$ cat config.mk
export PLATFORM = sky130hd
export DESIGN_NAME = vga_draw_arbiter
export DESIGN_NICKNAME = d
export VERILOG_FILES = /design/src/rtl/vga_draw_arbiter.sv
export SDC_FILE = /design/constraint.sdc
export NUM_CORES = 1
export LEC_CHECK = 0
export CORE_MARGIN = 10
export CORE_UTILIZATION = 45
export DETAILED_ROUTE_END_ITERATION = 10
export PLACE_DENSITY = 0.95
export SYNTH_ARGS = -nofsm -noshare
export SYNTH_HDL_FRONTEND = slang
export SYNTH_SLANG_ARGS = --single-unit
$ cat constraint.sdc
create_clock -name clk -period 7.5 [get_ports clk]
set_clock_uncertainty 0.2 [all_clocks]
set_input_delay 1.125 -clock clk [delete_from_list [all_inputs] [get_ports clk]]
set_output_delay 1.125 -clock clk [all_outputs]
set_load 0.05 [all_outputs]
$ cat src/rtl/vga_draw_arbiter.sv
// ---------------------------------------------------------------------------
// vga_draw_arbiter
//   Shares one VGA plot port between N draw engines. Round-robin grant with
//   exactly one engine enabled at a time; the granted engine's pixel stream
//   is registered onto the VGA port and its requester gets a one-cycle ack.
//
// Ports
//   clk, resetn           clock, synchronous active-low reset
//   req[N]                level request per client; held until its ack
//   draw_en[N]            one-hot level enable to the granted client
//   cl_done[N]            client done flags (only the granted one is looked at)
//   cl_x/cl_y/cl_colour   packed client pixel buses, client i at [i*W +: W]
//   vga_x/y/colour/plot   registered pixel write to the VGA adapter
//   ack[N]                one-cycle pulse when client i's request is served
//   busy                  high whenever the FSM is not IDLE
//   err                   sticky, set when a grant is forcibly released
//   o_dbg_state           current FSM state (IDLE=0, DRAW=1, RELEASE=2)
//
// Handshake: req[i] is a level held by the requester until ack[i] pulses.
// A grant raises draw_en[i] and keeps it high until cl_done[i] is seen (or
// the timeout fires); the ack pulse coincides with draw_en dropping. A req
// dropped before it is granted is simply forgotten; once granted the draw
// always runs to completion and is acked.
// ---------------------------------------------------------------------------
module vga_draw_arbiter #(
  parameter int N       = 4,
  parameter int XW      = 9,
  parameter int YW      = 9,
  parameter int CW      = 3,
  parameter int TIMEOUT = 20000
) (
  input  logic            clk,
  input  logic            resetn,
  input  logic [N-1:0]    req,
  output logic [N-1:0]    draw_en,
  input  logic [N-1:0]    cl_done,
  input  logic [N*XW-1:0] cl_x,
  input  logic [N*YW-1:0] cl_y,
  input  logic [N*CW-1:0] cl_colour,
  output logic [XW-1:0]   vga_x,
  output logic [YW-1:0]   vga_y,
  output logic [CW-1:0]   vga_colour,
  output logic            vga_plot,
  output logic [N-1:0]    ack,
  output logic            busy,
  output logic            err,
  output logic [1:0]      o_dbg_state
);

  localparam int IW = $clog2(N);
  localparam int TW = (TIMEOUT > 1) ? $clog2(TIMEOUT) : 1;
  localparam logic [N-1:0] ONE_HOT0 = {{(N-1){1'b0}}, 1'b1};

  typedef enum logic [1:0] {
    S_IDLE    = 2'd0,
    S_DRAW    = 2'd1,
    S_RELEASE = 2'd2
  } state_t;

  state_t          r_state;
  logic [IW-1:0]   r_cur;
  logic [IW-1:0]   r_rr_ptr;
  logic [TW-1:0]   r_timer;
  logic [N-1:0]    r_draw_en;
  logic [N-1:0]    r_ack;
  logic [XW-1:0]   r_vga_x;
  logic [YW-1:0]   r_vga_y;
  logic [CW-1:0]   r_vga_colour;
  logic            r_vga_plot;
  logic            r_err;

  // Round-robin pick: first requesting client at or after r_rr_ptr, wrapping
  // mod N. Scanning k from high to low lets the smallest offset win.
  logic [IW:0]     w_sum;
  logic [IW-1:0]   w_idx;
  logic [IW-1:0]   w_pick;

  always_comb begin
    w_sum  = '0;
    w_idx  = '0;
    w_pick = '0;
    for (int k = N - 1; k >= 0; k--) begin
      w_sum = {1'b0, r_rr_ptr} + (IW+1)'(k);
      if (w_sum >= (IW+1)'(N)) w_sum = w_sum - (IW+1)'(N);
      w_idx = w_sum[IW-1:0];
      if (req[w_idx]) w_pick = w_idx;
    end
  end

  // Granted client's pixel bus.
  logic [XW-1:0] w_cur_x;
  logic [YW-1:0] w_cur_y;
  logic [CW-1:0] w_cur_colour;
  logic          w_cur_done;
  logic [IW-1:0] w_next_ptr;
  logic          w_timeout;

  assign w_cur_x      = cl_x[r_cur*XW +: XW];
  assign w_cur_y      = cl_y[r_cur*YW +: YW];
  assign w_cur_colour = cl_colour[r_cur*CW +: CW];
  assign w_cur_done   = cl_done[r_cur];
  assign w_next_ptr   = (r_cur == IW'(N - 1)) ? '0 : r_cur + IW'(1);
  assign w_timeout    = (r_timer == TW'(TIMEOUT - 1));

  always_ff @(posedge clk) begin
    if (!resetn) begin
      r_state      <= S_IDLE;
      r_cur        <= '0;
      r_rr_ptr     <= '0;
      r_timer      <= '0;
      r_draw_en    <= '0;
      r_ack        <= '0;
      r_vga_x      <= '0;
      r_vga_y      <= '0;
      r_vga_colour <= '0;
      r_vga_plot   <= 1'b0;
      r_err        <= 1'b0;
    end else begin
      r_ack <= '0;
      case (r_state)
        S_IDLE: begin
          r_vga_plot <= 1'b0;
          if (|req) begin
            r_cur     <= w_pick;
            r_draw_en <= ONE_HOT0 << w_pick;
            r_timer   <= '0;
            r_state   <= S_DRAW;
          end
        end

        S_DRAW: begin
          r_vga_x      <= w_cur_x;
          r_vga_y      <= w_cur_y;
          r_vga_colour <= w_cur_colour;
          // A done client outputs junk, so a done cycle never plots.
          r_vga_plot   <= ~w_cur_done;
          if (w_cur_done || w_timeout) begin
            r_draw_en <= '0;
            r_ack     <= ONE_HOT0 << r_cur;
            r_state   <= S_RELEASE;
            if (!w_cur_done) r_err <= 1'b1;
          end else begin
            r_timer <= r_timer + TW'(1);
          end
        end

        S_RELEASE: begin
          r_vga_plot <= 1'b0;
          r_rr_ptr   <= w_next_ptr;
          r_timer    <= '0;
          r_state    <= S_IDLE;
        end

        default: r_state <= S_IDLE;
      endcase
    end
  end

  assign draw_en     = r_draw_en;
  assign ack         = r_ack;
  assign vga_x       = r_vga_x;
  assign vga_y       = r_vga_y;
  assign vga_colour  = r_vga_colour;
  assign vga_plot    = r_vga_plot;
  assign err         = r_err;
  assign busy        = (r_state != S_IDLE);
  assign o_dbg_state = r_state;

endmodule

==> out/results.tsv, run 1 <==
stage	metric	value	unit
sta	worst_pin_slew	1.14	ns
grt	grtUsageTotal	0.184	
routing	via_count	2738	
floorplan	start_util	0.463	
setup_path	cp-start-kind	input pin	
floorplan	io_pins	128	
sta	finalSetupTns	0	ns
logic_synthesis	yosysTopAreaCellShare	0.382	
clock_tree	htreeDepth	2	
clock_tree	cts.sinks	52	
logic_synthesis	postSynthCellCount	288	
logic_synthesis	syn_nets	384	
grt	antenna_found_initial	0	
logic_synthesis	syn_area_per_cell	9.47	um2
setup_path	r2r-start	r_cur[0]$_SDFFE_PN0P_	
sta	relSlewSlack	0.240	
routing	drtIter0Drc	105	
power	power_density	168	mW/mm2
sta	fmax	282	MHz
clock_tree	cts_buffer_depth	2	
grt	grt_max_degree	40	
placement	gp_congestion	0.855	
outcome	status	finished clean	
final_layout	drive_gt1_frac	0.0716	
floorplan	die_w	97.9	um
sta	slew_viol_final	0	
setup_path	worstPathCellList	clkdlybuf4s50_1 > nand2b_1 > or4_1 > nand2_1	
logic_synthesis	ys.flop_type	dfxtp_1	
routing	viasPerCell	5.70	
floorplan	core	0.00589	mm2
final_layout	diodes	0	
logic_synthesis	ys_seq_elements	52	
floorplan	dieHeight	97.9	um
routing	drcViolationCount	0	
grt	grt_pass1_vias	3019	
final_layout	final_util	0.699	
sta	rsz0062_at_grt	no	
floorplan	dieArea	0.00958	mm2
clock_tree	root_buffer	clkbuf_8	
setup_path	cp_data_required_time	7.55	ns
clock_tree	cts_made_buffers	5	
clock_tree	cts_tree	built	
floorplan	num_rows	28	
clock_tree	cts_setup_buffers	0	
clock_tree	clk_pin_slew	0.10	ns
power	p_leak	1.43	nW
setup_path	end_kind	flip-flop	
power	ir_drop	0.000115	V
sta	hold_viol	0	
routing	antenna_left	0	
logic_synthesis	synth_area_leaders	dfxtp_1, mux4_2, nand2_1, a21boi_0, mux4_1	
sta	min_period	3.55	ns
logic_synthesis	ys_types	41	
setup_path	cp_data_arrival_time	3.60	ns
clock_tree	cts_resized	0	
hold_path	hold_end	draw_en[1]$_SDFFE_PN0P_	
grt	grt-ovfl-total	0	
logic_synthesis	ys_seq_area_frac	0.382	
placement	numPortBuffers	127	
routing	routed_wl	9.11	mm
routing	wire_per_inst	19.0	um
final_layout	final_nets	500	
sta	finalCritPeriodShare	0.473	
grt	grt_pass1_wl	14.7	mm
final_layout	final.fill_count	479	
setup_path	slowest_stage	clkdlybuf4s50_1	
logic_synthesis	yosysWarnings	0	
setup_path	reg2regPathDepth	4	
power	finalPower	0.000691	W
setup_path	r2r_end	r_timer[13]$_SDFFE_PN0P_	
hold_path	holdPathStages	2	
job	max_cap_viol_count	0	
clock_tree	ctsHoldBuffers	0	
setup_path	cp_max_fo	39	
setup_path	slowest_delay	1.22	ns
sta	setup_viol	0	
clock_tree	clock_latency	0.30	ns
logic_synthesis	synth_largest_area_cell	dfxtp_1	
routing	firstDrtPassIters	4	
setup_path	r2r_slack	4.27	ns
setup_path	crit_type	in -> reg	
logic_synthesis	netlist_area	0.00273	mm2
logic_synthesis	synthArstFlopShare	0	
final_layout	area_delta_synth_final	50.8	%
placement	post-dp-hpwl	7.19	mm
hold_path	worstHoldStart	draw_en[1]$_SDFFE_PN0P_	
logic_synthesis	synth_edf_count	0	
hold_path	min_path_type	reg -> reg	
final cells by class:
class / instances / area [um2] / area share
repair buffers: 128 / 1280 / 0.311
multi-input cells: 212 / 1590 / 0.387
inverters: 5 / 18.8 / 0.00456
clock buffers: 5 / 68.8 / 0.0167
well taps: 75 / 93.8 / 0.0228
clock inverters: 3 / 21.3 / 0.00517
flip-flops and latches: 52 / 1040 / 0.253
critical path: cells and delay by family:
family,cells,cell delay [ns]
AND/OR/NAND/NOR,3,1.24
buffers and inverters,1,1.22
metal layers:
metal / part of all wire / wire [um] / GRT usage
met5: 0 / 0 / 0
met4: 0.031 / 278 / 0.0604
met3: 0.081 / 741 / 0.0726
met2: 0.52 / 4760 / 0.340
met1: 0.37 / 3330 / 0.184
worst max path at each step:
stage	to	cells after the start	from
floorplan	r_timer[12]$_SDFFE_PN0P_	5	cl_done[3]
global placement	r_timer[7]$_SDFFE_PN0P_	4	resetn
detailed placement	r_timer[14]$_SDFFE_PN0P_	4	resetn
CTS	r_timer[14]$_SDFFE_PN0P_	4	resetn
global route	r_timer[14]$_SDFFE_PN0P_	4	resetn
finish	r_timer[14]$_SDFFE_PN0P_	4	resetn
state kept, by name, indices dropped and copies added (netlist names):
name / count
vga_y: 9
o_dbg_state: 2
vga_plot: 1
r_timer: 15
err: 1
r_rr_ptr: 2
vga_x: 9
vga_colour: 3
ack: 4
draw_en: 4
r_cur: 2
kinds of logic (layout without fill, tap and decap cells):
logic type | count (synthesis) | in the layout | synth area share
and+or+nand+nor | 123 | 123 | 0.220
xor gates and xnor gates | 1 | 1 | 0.00321
adders and majority gates | 2 | 2 | 0.00917
DFF | 52 | 52 | 0.382
muxes | 25 | 25 | 0.200
buffers and inverters | 24 | 141 | 0.0362
AOI/OAI and AO/OA | 61 | 61 | 0.150
cell usage in the layout, fill, tap and decap left out, types with 2 or more instances in the layout:
cell / count
a21boi_0: 22
a21oi_1: 13
and3_1: 5
clkbuf_8: 5
clkdlybuf4s50_1: 127
dfxtp_1: 51
ha_1: 2
inv_1: 5
mux2i_1: 3
mux4_1: 5
mux4_2: 17
nand2_1: 62
nand2b_1: 3
nand3_1: 10
nand4_1: 4
nor2_1: 9
nor2b_1: 5
nor4_1: 4
nor4b_1: 2
o211ai_1: 5
o21ai_0: 9
o31ai_1: 3
or3_1: 5
or4_1: 8
through the flow:
step	setup slack (ns)	cell area [um2]	hold WS [ns]	instances
2_1_floorplan	4.36	2730	0.263	288
4_1_cts	4.02	4110	0.268	480
3_5_place_dp	3.68	4020	0.254	472
3_3_place_gp	3.75	4020	0.246	472
6_report	3.95	4110	0.268	480
5_1_grt	3.72	4110	0.303	480
report_power, final:
group          switching (W)  leakage, nW  internal (W)  total [W]
clock network      0.0000950       0.0445     0.0000664   0.000161
logic               0.000115        0.963      0.000106   0.000221
registers          0.0000169        0.424      0.000292   0.000309
cells in the mapped netlist (all sizes together), types with 2 or more instances:
master / number
a21boi: 22
a21oi: 13
and3: 5
buf: 4
clkbuf: 15
dfxtp: 52
ha: 2
inv: 5
mux2i: 3
mux4: 22
nand2: 62
nand2b: 3
nand3: 10
nand4: 4
nor2: 10
nor2b: 5
nor4: 4
nor4b: 2
o211ai: 5
o21ai: 9
o31ai: 3
or3: 5
or4: 8
Note: power is estimated with default switching activity, not from simulation.
==> inputs of run 2 (changes only) <==
CORE_UTILIZATION = 41   (was 45)
PLACE_DENSITY = 0.91   (was 0.95)
clock period = 3.6 ns   (was 7.5 ns; I/O delays follow)
==> run 2 against run 1 <==
Net effect: critical path depth rose by 1; utilization fell by 4.9 points; first-iteration DRC count fell by 20%; non-clock buffer count rose by 3; routed wire length rose by 0.13%; sequential share of layout area fell by 0.37 points; register-to-register slack got worse by 3.2 ns; global-route usage fell by 1.0 points; worst hold slack got worse by 0.00096 ns; clock power rose to 2.7 times the previous value; combinational power rose by 120%; critical path type unchanged; largest cell class unchanged; largest power group unchanged.
==> out/results.tsv, run 2 (synthesis results as in run 1) <==
stage	metric	value	unit
outcome	status	finished clean	
grt	grt_pass1_vias	2855	
clock_tree	root_buffer	clkbuf_8	
sta	worst_pin_slew	0.725	ns
setup_path	end_kind	flip-flop	
sta	setup_viol	0	
floorplan	core	0.00642	mm2
final_layout	final_common_cell	clkdlybuf4s50_1	
clock_tree	cts_setup_buffers	0	
floorplan	io_pins	128	
final_layout	top_register	r_timer	
power	finalPower	0.00154	W
floorplan	die_w	102	um
sta	finalSetupTns	0	ns
power	ir_drop	0.000234	V
hold_path	worstHoldStart	vga_x[8]$_SDFFE_PN0P_	
setup_path	cp_data_required_time	3.64	ns
final_layout	area_delta_synth_final	53.1	%
routing	drcViolationCount	0	
power	p_leak	1.47	nW
grt	grt-ovfl-total	0	
final_layout	layout_common_cells	clkdlybuf4s50_1, nand2_1, dfxtp_1, a21boi_0, mux4_2	
sta	slew_viol_final	0	
clock_tree	cts_buffer_depth	2	
clock_tree	cts.sinks	52	
grt	grt_pass1_wl	14.3	mm
setup_path	reg2regPathDepth	4	
clock_tree	ctsHoldBuffers	0	
final_layout	largest_register_ffs	15	
floorplan	num_rows	29	
setup_path	r2r_end	r_timer[12]$_SDFFE_PN0P_	
routing	drtIter0Drc	84	
sta	hold_ws	0.267	ns
placement	post_dp_cell_area	0.00405	mm2
setup_path	crit_path_start	cl_done[2]	
placement	post-dp-hpwl	7.21	mm
sta	rsz0062_at_grt	no	
floorplan	dieArea	0.0103	mm2
placement	gp_congestion	0.866	
grt	grt_max_degree	38	
final_layout	diodes	0	
job	max_cap_viol_count	0	
clock_tree	htreeDepth	2	
setup_path	r2r-start	r_cur[0]$_SDFFE_PN0P_	
final_layout	drive_gt1_frac	0.0784	
routing	viasPerCell	5.60	
floorplan	dieHeight	102	um
sta	finalCritPeriodShare	0.774	
hold_path	min_path_type	reg -> reg	
final_layout	final_nets	503	
hold_path	hold_end	vga_x[8]$_SDFFE_PN0P_	
setup_path	r2r_slack	1.06	ns
sta	relSlewSlack	0.515	
power	power_density	369	mW/mm2
routing	firstDrtPassIters	4	
sta	min_period	2.79	ns
final_layout	final.fill_count	518	
routing	wire_per_inst	18.8	um
grt	grtUsageTotal	0.174	
setup_path	cp_data_arrival_time	2.83	ns
setup_path	cp-start-kind	input pin	
hold_path	holdPathStages	2	
floorplan	start_util	0.425	
routing	routed_wl	9.12	mm
sta	fmax	359	MHz
clock_tree	clk_pin_slew	0.10	ns
setup_path	crit_type	in -> reg	
clock_tree	cts_made_buffers	5	
routing	via_count	2714	
routing	antenna_left	0	
sta	hold_viol	0	
clock_tree	clock_latency	0.31	ns
setup_path	cp_max_fo	10	
final_layout	final_area	0.00418	mm2
placement	numPortBuffers	127	
grt	antenna_found_initial	0	
clock_tree	cts_resized	0	
clock_tree	cts_tree	built	
[run 2: report_power, final]
part	switching, W	leakage [nW]	internal, W	total [W]
registers	0.0000215	0.424	0.000608	0.000630
clock network	0.000192	0.0645	0.000246	0.000437
logic	0.000252	0.978	0.000223	0.000476
total	0.000465	1.47	0.00108	0.00154
[run 2: layout make-up]
class,count,area [um2],area share
Multi-Input combinational cell,212,1590,0.381
Clock inverter,1,30.0,0.00719
Timing Repair Buffer,131,1300,0.312
Clock buffer,7,96.3,0.0231
Tap cell,77,96.3,0.0231
Sequential cell,52,1040,0.250
Inverter,5,18.8,0.00450
[run 2: metal layers]
metal  share of wire  track usage  wire (um)
met5               0            0          0
met4          0.0077       0.0407         70
met3            0.10       0.0817        908
met2            0.53        0.318       4850
met1            0.36        0.176       3290
[run 2: worst max-delay path by stage]
stage / to / slack (ns) / depth (start not counted)
floorplan: r_timer[12]$_SDFFE_PN0P_ / 1.05 / 5
global placement: r_timer[12]$_SDFFE_PN0P_ / 0.54 / 5
detailed placement: r_timer[12]$_SDFFE_PN0P_ / 0.50 / 5
CTS: r_timer[12]$_SDFFE_PN0P_ / 0.83 / 5
global route: r_timer[13]$_SDFFE_PN0P_ / 0.71 / 5
finish: r_timer[12]$_SDFFE_PN0P_ / 0.81 / 5
[run 2: metrics by stage]
step,instances,utilization,setup WS [ns]
CTS,485,0.650,0.827
finish,485,0.650,0.812
global placement,477,0.630,0.542
floorplan,288,-,1.05
detailed placement,477,0.630,0.502
global route,485,0.650,0.714
[run 2: worst max-delay path: stages]
cell             delay (ns)
clkdlybuf4s50_1        0.40
mux4_2                 0.54
or4_1                  0.68
or4_1                  0.51
a21oi_1                0.15
==> inputs of run 3 (changes only) <==
clock period = 2.9 ns   (was 3.6 ns; I/O delays follow)
==> run 3 against run 2 <==
Net effect: sequential share of layout area is 0.13 points lower; clock power hardly changed; first-iteration DRC count is 23% lower; highest routed layer unchanged; sequential power is 24% higher; largest cell class unchanged; combinational power is 27% higher; global-route usage is 0.40 points higher; via count is 1.5% higher.
==> out/results.tsv, run 3 (synthesis results as in run 1) <==
stage	metric	value	unit
clock_tree	cts_resized	0	
final_layout	area_delta_synth_final	53.9	%
power	pwr-share-comb	0.331	
final_layout	final_util	0.654	
placement	placed_cells	484	
floorplan	io_pins	128	
grt	grt_pass1_wl	14.7	mm
grt	grt-ovfl-total	0	
job	max_cap_viol_count	0	
clock_tree	cts_setup_buffers	0	
setup_path	cp_data_arrival_time	2.64	ns
placement	numPortBuffers	127	
setup_path	cp_data_required_time	2.93	ns
routing	firstDrtPassIters	4	
clock_tree	cts.sinks	52	
sta	hold_ws	0.263	ns
routing	wire_per_inst	18.2	um
power	power_frac_clock	0.239	
setup_path	cp_max_fo	7	
setup_path	end_kind	flip-flop	
routing	drcViolationCount	0	
setup_path	slowest_delay	0.59	ns
sta	min_period	2.61	ns
setup_path	cp-start-kind	input pin	
floorplan	dieArea	0.0103	mm2
clock_tree	cts_tree	built	
clock_tree	clock_latency	0.30	ns
grt	antenna_found_initial	0	
final_layout	top_register	r_timer	
final_layout	largest_register_ffs	15	
grt	grt_max_degree	29	
final_layout	final.fill_count	509	
placement	post-dp-hpwl	7.35	mm
hold_path	min_path_type	reg -> reg	
final_layout	fin_cells	492	
grt	grt_pass1_vias	2945	
power	power_switching_share	0.329	
sta	finalCritPeriodShare	0.899	
routing	drtIter0Drc	65	
final_layout	layout_common_cells	clkdlybuf4s50_1, nand2_1, dfxtp_1, a21boi_0, mux4_2	
sta	setup_viol	0	
sta	relSlewSlack	0.495	
sta	fmax	384	MHz
final_layout	final_nets	510	
grt	grtUsageTotal	0.178	
setup_path	worstPathCellList	clkdlybuf4s50_1 > mux4_2 > or4_1 > buf_4 > or3_1 > a21oi_1	
placement	gp_congestion	0.874	
floorplan	core	0.00642	mm2
sta	worst_pin_slew	0.753	ns
power	p_leak	1.48	nW
floorplan	dieHeight	102	um
clock_tree	ctsHoldBuffers	0	
power	power_density	433	mW/mm2
setup_path	slowest_stage	or4_1	
power	p_seq_frac	0.430	
sta	slew_viol_final	0	
final_layout	diodes	0	
routing	viasPerCell	5.60	
power	p_int	0.00122	W
floorplan	die_w	102	um
clock_tree	htreeDepth	2	
clock_tree	clk_pin_slew	0.11	ns
sta	hold_viol	0	
floorplan	start_util	0.425	
floorplan	num_rows	29	
sta	rsz0062_at_grt	no	
outcome	status	finished clean	
clock_tree	root_buffer	clkbuf_8	
power	net-switching-power	0.000599	W
clock_tree	cts_made_buffers	5	
routing	via_count	2754	
setup_path	crit_type	in -> reg	
final_layout	final_common_cell	clkdlybuf4s50_1	
power	ir_drop	0.000302	V
final_layout	drive_gt1_frac	0.0940	
routing	antenna_left	0	
clock_tree	cts_buffer_depth	2	
routing	routed_wl	8.96	mm
==> run 3: cell count changes in the layout (fill, tap and decap cells not counted) <==
cell | before | now
buf_4 | 4 | 11
clkbuf_8 | 7 | 5
bufinv_16 | 1 | 0
inv_8 | 0 | 1
clkinvlp_4 | 0 | 1
clkinv_4 | 0 | 1
==> run 3: metal layers <==
layer / GRT usage / up-vias / share of wire
li1: - / 1317 / -
met1: 0.187 / 1329 / 0.36
met2: 0.322 / 98 / 0.53
met3: 0.0756 / 10 / 0.092
met4: 0.0407 / 0 / 0.015
met5: 0 / - / 0
==> run 3: path summary, 6_finish.rpt <==
path                                         startpoint                        to  slack [ns]  cells after the start
worst min register to register  draw_en[1]$_SDFFE_PN0P_   draw_en[1]$_SDFFE_PN0P_        0.26                      2
worst min-delay path            draw_en[1]$_SDFFE_PN0P_   draw_en[1]$_SDFFE_PN0P_        0.26                      2
worst max-delay path                         cl_done[3]  r_timer[10]$_SDFFE_PN0P_        0.29                      6
worst max register to register  r_timer[0]$_SDFFE_PN0P_  r_timer[10]$_SDFFE_PN0P_        0.42                      7
==> run 3: power by group through the flow <==
stage          Sequential, W  Clock (W)  Combinational, W
2_1_floorplan       0.000920          0          0.000215
4_1_cts             0.000782   0.000441          0.000608
3_3_place_gp        0.000795          0          0.000592
3_5_place_dp        0.000798          0          0.000607
6_report            0.000782   0.000435          0.000603
5_1_grt             0.000788   0.000476          0.000646
==> run 3: critical path: cells and delay by family <==
kind            cells  cell delay, ns
compound gates      1            0.16
buf+inv             2            0.59
mux                 1            0.51
simple gates        2            0.94
==> run 3: final cells by class <==
cell class,instances,area (um2),share of cell area
Multi-Input combinational cell,212,1590,0.379
Timing Repair Buffer,138,1350,0.323
Sequential cell,52,1040,0.248
Tap cell,77,96.3,0.0230
Clock buffer,5,68.8,0.0164
Clock inverter,3,27.5,0.00656
Inverter,5,18.8,0.00447
==> run 3: stage by stage <==
stage	total power [W]	setup TNS (ns)	setup slack (ns)	cell area, um2
2_1_floorplan	0.00113	0	0.368	2730
3_3_place_gp	0.00139	0	0.104	4100
3_5_place_dp	0.00141	-0.0135	-0.0135	4100
4_1_cts	0.00183	0	0.316	4200
5_1_grt	0.00191	0	0.223	4200
6_report	0.00182	0	0.294	4200
==> patch, RTL diff (config.mk and constraints of run 3) <==
Reset style: asynchronous (`resetn`), changed in one clocked block. Comments in the files are not updated.
--- a/src/rtl/vga_draw_arbiter.sv
+++ b/src/rtl/vga_draw_arbiter.sv
@@ -103,5 +103,5 @@
   assign w_timeout    = (r_timer == TW'(TIMEOUT - 1));
 
-  always_ff @(posedge clk) begin
+  always_ff @(posedge clk or negedge resetn) begin
     if (!resetn) begin
       r_state      <= S_IDLE;
Check against the original RTL: differs if resetn is asserted again (counterexample within 4 cycles, from zero or initial values and one cycle with resetn low); with resetn held inactive, the same outputs for 10 cycles.
==> patch against run 3 <==
Area after synthesis increased by 6.3%. Design area up 4.7%. Core utilization fell by 1.0 points. Count of clock-buffer cells in the layout increased by 2. Sequential cell count did not move. Synthesized cell count fell by 2.1%. Via count up 0.73%. Die area grew 5.0%. Global-route usage down 0.36 points. Setup slack gained 0.091 ns. Sequential share of layout area up 4.8 points. Register-to-register slack gained 0.09 ns. Wire length up 7.6%. Critical path type is now register to output pin. Largest cell class unchanged. Highest routed layer unchanged.
Power is not compared: it rests on default switching activity, and its combinational part moved more than twofold at a synthesized area within 25%.
==> patch: results (changes against run 3) <==
outcome complete, no violations (unchanged); beginning of the worst register-to-register path r_cur[0]$_DFFE_PN0P_ (was r_timer[0]$_SDFFE_PN0P_); layout cells sized above 1 10.87% (was 9.398%); IO buf count 127 (unchanged); R2R depth 5 (was 7); Yosys cell types 40 (was 41); Worst Path Max Fanout 9 (was 7); CTS Buf Count 5 (unchanged); number of DRC markers in iteration 0 224 (was 65); FF-to-FF setup slack 0.51 ns (was 0.42 ns); drt total wl 9634 um (was 8957 um); root buf cell clkbuf_8 (unchanged); clk buf depth 2 (unchanged); ys async rst share 100.0% (was 0%); CP delay by family, top buffers and inverters (was simple AND/OR/NAND/NOR gates); WP data arrival 1.88 ns (was 2.64 ns); placed cell count 502 (was 484); RR Endpoint r_timer[14]$_DFFE_PN0P_ (was r_timer[10]$_SDFFE_PN0P_); XOR/XNOR Fraction of Synth Area 0.3021% (was 0.3211%); hpwl dp 7777 um (was 7350 um); Max Clk Rate 397.6 MHz (was 383.7 MHz); CP max stage cell clkdlybuf4s50_1 (was or4_1); placed inst area 4303 um2 (was 4101 um2); setup bufs post-CTS 0 (unchanged); syn nets 381 (was 384); syn avg cell area 10.28 um2 (was 9.471 um2); Area contributors post-synth dfrtp_1 (45%), mux4_2 (17%), nand2_1 (10%) (was dfxtp_1 (38%), mux4_2 (14%), nand2_1 (8.5%)); cts repair resizes 0 (unchanged); first-pass GRT wire length 15,340 um (was 14,690 um); GPL Wtd Cong 0.8898 (was 0.8736); Synth Area in Adders 2.158% (was 0.9174%); Tot GR Track Use 17.44% (was 17.81%); Critical Path Sink busy (was r_timer[10]$_SDFFE_PN0P_); final cell count without fillers 510 (was 492); HP Class input port to asynchronous set/reset pin (was register to register); vias in the first global route 2,991 (was 2,945); CP peak stage delay 0.71 ns (was 0.59 ns); synth cell count leaders nand2_1 (81), dfrtp_1 (52), mux4_2 (22) (was nand2_1 (62), dfxtp_1 (52), a21boi_0 (22)); post-synthesis mux area share 18.17% (was 19.95%); crit path launch o_dbg_state[0]$_DFFE_PN0P_ (was cl_done[3]); Worst Tran Pin Value 0.6655 ns (was 0.7528 ns); max FFs per register 15 (unchanged); maximum number of pins on one net before global-route repair 53 (was 29); compound-cell area share of the yosys netlist 10.32% (was 15.05%); Worst-Skew Late Latency 0.31 ns; H-tree lvl count 2 (unchanged); worst slack at placement 0.09855 ns (was -0.01350 ns); register area share after synthesis 44.89% (was 38.17%); WHS 0.01255 ns (was 0.2628 ns); vias after detailed routing 2,774 (was 2,754)
==> patch: routing by layer <==
layer / vias to the layer above / global-route usage, % / wire length, um
li1: 1273 / - / -
met1: 1355 / 18.34 / 3414
met2: 124 / 32.25 / 5262
met3: 22 / 5.081 / 667
met4: 0 / 5.865 / 290
met5: - / 0 / 0
==> patch: power by group <==
group | internal, uW | switching, uW | total, uW
clock network | 194 | 242 | 437
logic | 1020 | 1680 | 2700
registers | 973 | 168 | 1140
==> patch: layout make-up <==
class	count	area [um2]
Clock inverter	1	7.507
Sequential cell	52	1301
Timing Repair Buffer	138	1349
Multi-Input combinational cell	204	1488
Clock buffer	7	86.33
Tap cell	96	120.1
Fill cell	529	2435
Inverter	12	45.04
==> patch: kinds of logic after synthesis <==
group / count (synthesis)
and+or+nand+nor: 128
muxes: 25
buffers and inverters: 26
adders and majority gates: 5
AOI/OAI and AO/OA: 45
xor gates and xnor gates: 1
DFF: 52
